[config.mk]
export PLATFORM = sky130hd
export DESIGN_NAME = param_updown_counter
export DESIGN_NICKNAME = d
export VERILOG_FILES = /design/src/rtl/param_updown_counter.sv
export SDC_FILE = /design/constraint.sdc
export NUM_CORES = 1
export LEC_CHECK = 0
export ABC_AREA = 1
export BUFFER_PORTS_ARGS = -buffer_cell sky130_fd_sc_hd__buf_2
export CAP_MARGIN = 5
export CORE_MARGIN = 2
export CORE_UTILIZATION = 39
export CTS_CLUSTER_SIZE = 20
export DETAILED_ROUTE_END_ITERATION = 6
export PLACE_DENSITY = 0.66
export SYNTH_ARGS = -nofsm -noshare
export SYNTH_HDL_FRONTEND = slang
export SYNTH_SLANG_ARGS = --single-unit
[constraint.sdc]
create_clock -name clk -period 2 [get_ports clk]
set_clock_uncertainty 0.15 [all_clocks]
set_input_delay 0.1 -clock clk [delete_from_list [all_inputs] [get_ports clk]]
set_output_delay 0.1 -clock clk [all_outputs]
set_load 0.1 [all_outputs]
[src/rtl/param_updown_counter.sv]
// Modulo-MOD up/down counter with synchronous clear, clamped parallel load,
// count enable, wrap/saturate boundary handling and wrap/overflow status.
module param_updown_counter #(
  parameter int unsigned      WIDTH = 4,
  parameter longint unsigned  MOD   = 16
) (
  input  logic             clk,
  input  logic             rstn,
  input  logic             en,
  input  logic             up_dn,
  input  logic             clr,
  input  logic             load,
  input  logic [WIDTH-1:0] load_val,
  input  logic             sat_mode,
  output logic [WIDTH-1:0] out,
  output logic             tc,
  output logic             wrap,
  output logic             ovf
);

  localparam logic [WIDTH-1:0] MAX_C    = WIDTH'(MOD - 1);
  // One extra bit so MOD == 2**WIDTH never truncates the clamp limit.
  localparam logic [WIDTH:0]   MAX_WIDE = (WIDTH+1)'(MOD - 1);

  typedef enum logic [1:0] {
    ACT_HOLD,
    ACT_CNT,
    ACT_LOAD,
    ACT_CLR
  } act_e;

  act_e             act;
  logic [WIDTH-1:0] out_q, out_d;
  logic             wrap_q, wrap_d;
  logic             ovf_q, ovf_d;
  logic             at_bound;
  logic [WIDTH-1:0] load_clamped;

  always_comb begin
    if (clr)       act = ACT_CLR;
    else if (load) act = ACT_LOAD;
    else if (en)   act = ACT_CNT;
    else           act = ACT_HOLD;
  end

  assign at_bound     = up_dn ? (out_q == MAX_C) : (out_q == '0);
  assign load_clamped = ({1'b0, load_val} > MAX_WIDE) ? MAX_C : load_val;

  always_comb begin
    out_d  = out_q;
    wrap_d = 1'b0;
    ovf_d  = ovf_q;
    case (act)
      ACT_CLR: begin
        out_d = '0;
        ovf_d = 1'b0;
      end
      ACT_LOAD: out_d = load_clamped;
      ACT_CNT: begin
        if (at_bound) begin
          wrap_d = 1'b1;
          ovf_d  = 1'b1;
          if (!sat_mode) out_d = up_dn ? '0 : MAX_C;
        end else begin
          out_d = up_dn ? out_q + WIDTH'(1) : out_q - WIDTH'(1);
        end
      end
      default: ;
    endcase
  end

  always_ff @(posedge clk or negedge rstn) begin
    if (!rstn) begin
      out_q  <= '0;
      wrap_q <= 1'b0;
      ovf_q  <= 1'b0;
    end else begin
      out_q  <= out_d;
      wrap_q <= wrap_d;
      ovf_q  <= ovf_d;
    end
  end

  assign out  = out_q;
  assign tc   = at_bound;
  assign wrap = wrap_q;
  assign ovf  = ovf_q;

endmodule

# After elaboration in Yosys (flattened, before gate mapping)
# Index checks and enable logic that the tools add are counted.
# Widths: inputs -> output; s select.
[classes] n_addsub=2 n_eq_ne=6 mux=13 reduce_logical=5
[ops] operator="$mux 4" n=4
[ops] operator="$pmux 4 s3" n=1
[ops] operator="$mux 1" n=5
[ops] operator="$add 4x1->4 const B" n=1
[ops] operator="$eq 2x2->1 const B" n=2
[ops] operator="$eq 4x4->1 const B" n=1
[ops] operator="$logic_not 4->1" n=1
[ops] operator="$mux 2" n=2
[ops] operator="$reduce_and 2->1" n=2
[ops] operator="$sub 4x1->4 const B" n=1
[ops] operator="$ne 3x3->1 const B" n=1
[ops] operator="$reduce_bool 3->1" n=1
[ops] operator="$eq 2x1->1 const B" n=1
[ops] operator="$ne 2x2->1 const B" n=1
[ops] operator="$pmux 1 s2" n=1
[ops] operator="$reduce_bool 2->1" n=1
[totals] reg_bits=6 inputBits=11 out_inout_bits=7 elab_cells=29

# Depth between registers and ports, before layout
# Gate-level depths: netlist (run 1).
[depth] word_depth=6 ltp_mapped=12 ltp_nobuf=12

# Least setup slack after synthesis (run 1)
# No wires, ideal clock.
[synth_path] path_type="register to register" startpoint="register out_q[0] (netlist: out[0])" endpoint="register out_q[2] (netlist: out[2])" setup_ns=0.120 t_arrival_ns=2.056 t_required_ns=1.730 setup_slack_ns=-0.326 stages_incl_launch_ff=8 path_buffers=0 period_less_slack_ns=2.326 path_cell_list="dfrtp_1 > inv_1 > fa_1 > xnor2_1 > o21ai_0 > nand2_1 > nand2_1 > nand2_1"
[synth_between] elab_chain_cells=4 elab_cells_between_ends=10 classes_between="add/sub: 2; eq/ne: 2; mux: 4; reduce/logical: 2"
[synth_lines] item="start, declared" line_no="33" source="logic [WIDTH-1:0] out_q, out_d;"
[synth_lines] item="start signal, assigned" line_no="78" source="out_q <= out_d;"
[synth_lines] item="$sub 4x1->4 (tied with other cells)" line_no="65" source="out_d = up_dn ? out_q + WIDTH'(1) : out_q - WIDTH'(1);"
[synth_lines] item="$mux 4 / $mux 1 (equally long branches)" line_no="65, 46"
[synth_lines] item="$mux 4 / $ne 3x3->1 (equally long branches)"
[synth_lines] item="$pmux 4 s3 / $reduce_and 2->1 (equally long branches)"
# Several ways; a longest one is shown, not always the timed one.
# A chain may end at the register's enable or synchronous reset.

# Worst setup path after layout (run 1)
[layout_path] startpoint="register out_q[3] (netlist: out[3])" endpoint="output tc"
[layout_between] elab_chain_cells=2 elab_cells_between_ends=3 classes_between="eq/ne: 1; mux: 1; reduce/logical: 1"
[layout_lines] item="$eq 4x4->1 / $logic_not 4->1 (equally long branches)" line_no="46" source="assign at_bound = up_dn ? (out_q == MAX_C) : (out_q == '0);"
[layout_lines] item="$mux 1 *" line_no="46"
[layout_lines] item="end, declared" line_no="16" source="output logic tc,"
# Every way passes the cells marked *; elsewhere a longest branch is shown, timed or not.

==> reports/qor.csv, run 1 <==
stage,metric,value,unit
run_status,outcome,"complete, no violations",
drt,vias,526,
drt,vias per inst,4.614,
global_route,initial antenna violation count,0,
setup_path,CP required,1750,ps
pwr,Power Dens Cells,689.3,nW/µm²
sta,Slew HR,67.90,%
pwr,clock group share of total power,24.8,%
pwr,switching share of power,45.06,%
final_layout,area grow syn2layout,26.54,%
synth,number of synthesized register bits,6,
synth,"top cells by area, synth","dfrtp_1 27%, nand2_1 23%, ha_1 11%",
floorplan,DIE AREA,1718,µm²
setup_path,Crit path arrival time,1510,ps
setup_path,R2R setup slack,320,ps
setup_path,cells on worst reg2reg path,10,
clock_tree,worst skew pair latency,250,ps
setup_path,CP max stage cell,dfrtp_2,
sta,Final Critical Period,1757,ps
floorplan,initial core utilization,42.02,%
final_layout,# diodes,0,
setup_path,"delay-heaviest family, CP",flip-flops,
final_layout,finished layout cell area,691.9,µm²
sta,part of the cycle the worst path needs,87.84,%
synth,Ys Warns,0,
pwr,Comb power frac,44.7,%
placed_design,Detailed Place HPWL,877.4,µm
synth,mapped cell area,546.8,µm²
synth,"area leader, netlist",dfrtp_1,
clock_tree,htree depth,1,
setup_path,CP startpoint,out[3],
placed_design,dpl cell area,655.6,µm²
pwr,Internal Pwr Total,262.0,µW
setup_path,critical path capture point,tc,
synth,Syn Area/Cell,7.101,µm²
sta,max-slew violations,0,
global_route,vias in the first global route,486,
sta,Hold WS,10.42,ps
sta,Max Freq,569.2,MHz
drt,routed len/inst,9.588,µm
sta,Slew @ Worst Pin,484.8,ps
clock_tree,CTS sink cnt,6,
final_layout,share of layout cells above drive strength 1,35.35,%
setup_path,Crit. End Element,output port,
sta,setup TNS,0,ps
drt,Detailed Route WL,1093,µm
drt,DRT iter0 DRCs,11,
clock_tree,CTS buffer count,3,
run,max cap viols,0,
drt,Final ANT Viol Nets,0,
synth,number of synthesized flops with an enable pin,0,
setup_path,CP Launch Type,flip-flop,
synth,post-synthesis sequential area ratio,27.46,%
sta,RSZ-0062 raised after global routing,false,
synth,Async SR Flop Fraction,100.0,%
synth,cell count after synthesis,77,
clock_tree,CTS tree,done,
floorplan,I/O Pins,18,
setup_path,Critical R2R Launch,out[2],
sta,setup violators final,0,
drt,detailed-route DRC error count,0,
global_route,largest net degree at the start of global routing,8,
global_route,total congestion overflow,0,
floorplan,chip width,41.45,µm
final_layout,Final #Nets,117,
pwr,Static Leak,0.0003911,µW
setup_path,Critical Path Fanout Max,5,
pwr,Max VDD drop,0.2101,mV
final_layout,share of the core filled with cells,53.17,%
clock_tree,CTS Buffer Depth,2,
global_route,first-pass GRT wire length,1911,µm
synth,syn nets,94,
sta,Hold Fails Final Rpt,0,
clock_tree,Root Driver,clkbuf_4,
final_layout,fillers,137,
global_route,All-Layer GR Usage,14.65,%
setup_path,Crit. path cell count,4,
pwr,Reg power frac,30.4,%
synth,Synth top area share,27.46,%
setup_path,worst path bufs/invs,1,
setup_path,crit path cell chain,"nor2_1, nand3_2, nand2_4, buf_2",
setup_path,max incr delay on CP,440,ps
placed_design,Port Buffer Count,17,
clock_tree,clock-pin slew on the worst setup and hold paths,50,ps
drt,DRT Pass-1 Iters,4,
synth,most common cell in the netlist,nand2_1,
min_path,HP Class,input port to flip-flop,
synth,Netlist cell types,17,
floorplan,Die H,41.45,µm
floorplan,Core Box Area,1301,µm²
setup_path,Critical R2R Capture,out[3],
placed_design,GP Congestion,0.7429,
floorplan,std cell rows,13,
setup_path,CP Class,flip-flop to output port,
synth,top cell types by occurrence after synthesis,"33 x nand2_1, 9 x inv_1, 6 x dfrtp_1, 5 x ha_1, 5 x nor2_1",
pwr,NetSw,214.9,µW
synth,Post-synth top flop,dfrtp_1,
==> state kept, by name, summed over array words and instances (netlist names) <==
signal  flops
ovf         1
out         4
wrap        1
==> how the worst min path moves through the flow <==
stage / cells after the start / endpoint / start / slack, ps
after floorplan: 0 / out[0] / rstn / -350
after global placement: 1 / wrap / rstn / -230
after detailed placement: 1 / ovf / rstn / -220
after CTS: 5 / out[1] / load_val[1] / 7
after global routing: 5 / out[3] / load_val[3] / 40
final: 5 / out[1] / load_val[1] / 10
==> placed cells by master (no fill, tap or decap), drive strengths merged <==
cell | Yosys | layout
nand2 | 37 | 37
nand3 | 3 | 3
o21ai | 2 | 2
or2 | 1 | 1
clkbuf | 0 | 4
ha | 5 | 5
buf | 0 | 17
dfrtp | 6 | 6
a21oi | 3 | 3
xnor2 | 1 | 1
nor2 | 7 | 7
dlygate4sd3 | 0 | 1
inv | 11 | 11
fa | 1 | 1
==> cell families (layout without fill, tap and decap cells) <==
group,Yosys count,in the layout,synth area share (%)
flops,6,6,27.46
fa+ha+maj,6,6,15.10
buf+inv,11,33,7.552
simple gates,48,48,43.71
xor+xnor,1,1,1.602
compound gates,5,5,4.576
==> worst register-to-register path: stages, from the launching register on <==
cell	delay, ps
dfrtp_2	440
ha_1	310
or2_2	290
nand2_1	70
nand2_1	40
nand2_1	50
nand2_1	40
nand2_1	50
nand2_1	40
nand2_1	60
nand2_1	50
==> power groups by stage <==
stage	Combinational [µW]	Clock (µW)	Sequential (µW)
2_1_floorplan	106	0	210
3_3_place_gp	210	0	147
3_5_place_dp	212	0	147
4_1_cts	214	122	146
5_1_grt	233	134	147
6_report	213	119	145
==> metal layers <==
layer	routed length [µm]	track usage (%)	part of all wire [%]
met1	506	16.71	46
met2	476	22.81	44
met3	65	2.609	5.9
met4	44	13.55	4.0
met5	0	0	0
==> timing repair <==
| item | CTS | global route |
|---|---|---|
| resized for setup | 0 | 0 |
| hold buffers | 1 | 0 |
| buffers inserted | 0 | 0 |
| endpoints found under the hold margin | 6 | 0 |
==> layout make-up <==
type	count	area (µm²)	area share (%)
sequential	6	155.1	22.42
clock buffer	4	26.28	3.797
inverter	11	41.29	5.967
tap	15	18.77	2.712
multi-input combinational	60	355.3	51.36
timing repair buffer	18	95.09	13.74
==> through the flow <==
| stage | total power, µW | cells | worst slack (ps) |
|---|---|---|---|
| after floorplan | 315.4 | 77 | 17.24 |
| after global placement | 357.7 | 109 | 319.5 |
| after detailed placement | 359.3 | 109 | 310.5 |
| after CTS | 481.8 | 114 | 246.8 |
| after global routing | 513.4 | 114 | 172.2 |
| final | 476.9 | 114 | 243.1 |
Power figures use the tool's default switching activity.
==> inputs of run 2 (changes only) <==
--- a/config.mk
+++ b/config.mk
@@ -12,6 +12,7 @@
 export CORE_UTILIZATION = 39
 export CTS_CLUSTER_SIZE = 20
 export DETAILED_ROUTE_END_ITERATION = 6
+export GPL_ROUTABILITY_DRIVEN = 0
 export PLACE_DENSITY = 0.66
 export SYNTH_ARGS = -nofsm -noshare
 export SYNTH_HDL_FRONTEND = slang
==> constraint.sdc (replaced) <==
create_clock -name clk -period 1.7 [get_ports clk]
set_clock_uncertainty 0.15 [all_clocks]
set_input_delay 0.085 -clock clk [delete_from_list [all_inputs] [get_ports clk]]
set_output_delay 0.085 -clock clk [all_outputs]
set_load 0.1 [all_outputs]
==> run 2 against run 1 <==
  * Largest power group unchanged
  * Die area did not move
  * Worst hold slack worse by 8.0 ps
  * Via count grew 4.0%
  * Global-route usage is 1.6 points higher
  * Register-to-register slack worse by 230 ps
  * Largest cell class unchanged
==> reports/qor.csv, run 2 (synthesis results as in run 1) <==
stage,metric,value,unit,change
drt,DRT Pass-1 Iters,4,,unchanged
setup_path,CP most frequent cell,nand2_1,,
clock_tree,worst skew pair latency,250,ps,about the same
final_layout,"most common cell after layout, fill and taps aside",nand2_1,,
setup_path,CP max stage cell,dfrtp_4,,
final_layout,Final Instance Count excl. Fillers,117,,+2.6%
sta,RSZ-0062 raised after global routing,false,,
clock_tree,CTS buffer count,3,,unchanged
drt,Final ANT Viol Nets,0,,unchanged
setup_path,Crit path arrival time,1610,ps,+100 ps
drt,routed len/inst,10.98,µm,+15%
drt,top layer in use,met4,,
setup_path,CP Class,flip-flop to flip-flop,,
sta,Final Critical Period,1614,ps,
sta,Hold Fails Final Rpt,0,,unchanged
placed_design,dpl cell area,716.9,µm²,+9.4%
floorplan,chip width,41.45,µm,unchanged
clock_tree,CTS Buffer Depth,2,,unchanged
placed_design,DP Cell Count,110,,+0.92%
min_path,HP Class,input port to flip-flop,,
pwr,Static Leak,0.0004097,µW,+4.8%
final_layout,# diodes,0,,unchanged
setup_path,CP required,1700,ps,-50 ps
sta,max-slew violations,0,,unchanged
setup_path,max incr delay on CP,500,ps,+60 ps
sta,Max Freq,619.6,MHz,
pwr,Final Power,616.9,µW,+29%
sta,setup violators final,0,,unchanged
run,max cap viols,0,,unchanged
drt,M1 wire length,514,µm,+1.6%
clock_tree,CTS sink cnt,6,,unchanged
clock_tree,Root Driver,clkbuf_4,,
final_layout,Final #Nets,120,,+2.6%
global_route,vias in the first global route,547,,+13%
floorplan,std cell rows,13,,unchanged
drt,vias per inst,4.675,,+1.3%
floorplan,DIE AREA,1718,µm²,unchanged
setup_path,CP Launch Type,flip-flop,,
sta,Slew HR,67.75,%,-0.15 points
sta,part of the cycle the worst path needs,94.94,%,
drt,vias,547,,+4.0%
sta,Slew @ Worst Pin,487.1,ps,+2.287 ps
setup_path,Crit. End Element,flip-flop,,
drt,DR WL met3,80,µm,+23%
drt,DRT iter0 DRCs,12,,+1
floorplan,Die H,41.45,µm,unchanged
placed_design,Detailed Place HPWL,1031,µm,+18%
placed_design,Port Buffer Count,17,,unchanged
clock_tree,clock-pin slew on the worst setup and hold paths,50,ps,about the same
setup_path,cells on worst reg2reg path,10,,unchanged
pwr,Max VDD drop,0.4800,mV,+130%
global_route,largest net degree at the start of global routing,7,,-1
run_status,outcome,"complete, no violations",,
sta,setup TNS,0,ps,unchanged
global_route,initial antenna violation count,0,,unchanged
floorplan,Core Box Area,1301,µm²,unchanged
clock_tree,CTS tree,done,,
final_layout,highest-count cells in the layout ignoring fill and taps,"31 x nand2_1, 16 x buf_2, 8 x inv_1",,
drt,met2 wire length,671,µm,+41%
final_layout,area grow syn2layout,44.62,%,
final_layout,share of layout cells above drive strength 1,41.18,%,+5.8 points
setup_path,"delay-heaviest family, CP",simple AND/OR/NAND/NOR gates,,
pwr,Power Dens Cells,780.1,nW/µm²,+13%
setup_path,crit path cell chain,"ha_4, or2_4, nand2_1, nand2_1, nand2_1, nand2_1, nand2_1, nand2_1, nand2_1, nand2_1",,
setup_path,Crit. path cell count,10,,+6
drt,Detailed Route WL,1285,µm,+18%
global_route,first-pass GRT wire length,2132,µm,+12%
drt,detailed-route DRC error count,0,,unchanged
setup_path,Critical Path Fanout Max,5,,unchanged
floorplan,initial core utilization,42.02,%,unchanged
sta,Hold WS,2.393,ps,-8.029 ps
final_layout,finished layout cell area,790.8,µm²,+14%
global_route,All-Layer GR Usage,16.27,%,+1.6 points
final_layout,max reg flops,4,,unchanged
floorplan,I/O Pins,18,,unchanged
global_route,total congestion overflow,0,,unchanged
setup_path,worst path bufs/invs,0,,-1
min_path,hold depth,5,,unchanged
clock_tree,htree depth,1,,unchanged
[run 2: layout make-up]
type	instances	area, µm²
fill	130	510.5
clock buffer	4	26.28
inverter	11	43.79
sequential	6	165.2
tap	15	18.77
timing repair buffer	21	137.6
multi-input combinational	60	399.1
[run 2: timing repair]
item                                    in CTS  in global routing
hold buffers                                 3                  0
hold endpoints to repair                     8                  0
setup buffers                                0                  0
resized for setup                            0                  3
endpoints found under the setup margin       0                  1
[run 2: routing by layer]
layer | vias to the layer above | global-route usage, %
li1 | 282 | -
met1 | 248 | 16.98
met2 | 15 | 29.38
met3 | 2 | 6.087
met4 | 0 | 5.806
met5 | - | 0
[run 2: path summary, 6_finish.rpt]
path                                   from  endpoint  slack [ps]
worst max-delay path                 out[2]    out[3]          90
max in group asynchronous              rstn    out[2]        1180
worst min-delay path            load_val[1]    out[1]           2
min in group asynchronous              rstn    out[1]          40
worst max register to register       out[2]    out[3]          90
worst min register to register          ovf       ovf         380
[run 2: per-stage QoR]
step           setup WS [ps]  util [%]
6_report               86.04     60.77
3_3_place_gp           113.4     55.10
5_1_grt                1.229     60.77
3_5_place_dp           48.06     55.10
4_1_cts                48.81     59.42
2_1_floorplan         -41.71         -
[run 2: power by group]
part / internal [µW] / switching, µW
combinational: 93.3 / 202
sequential: 159 / 14.3
clock: 89.4 / 58.7
[run 2: worst min-delay path, stage by stage]
cell	delay (ps)
buf_2	80
nand2_1	50
nand2_1	70
nand2_1	50
nand2_1	50
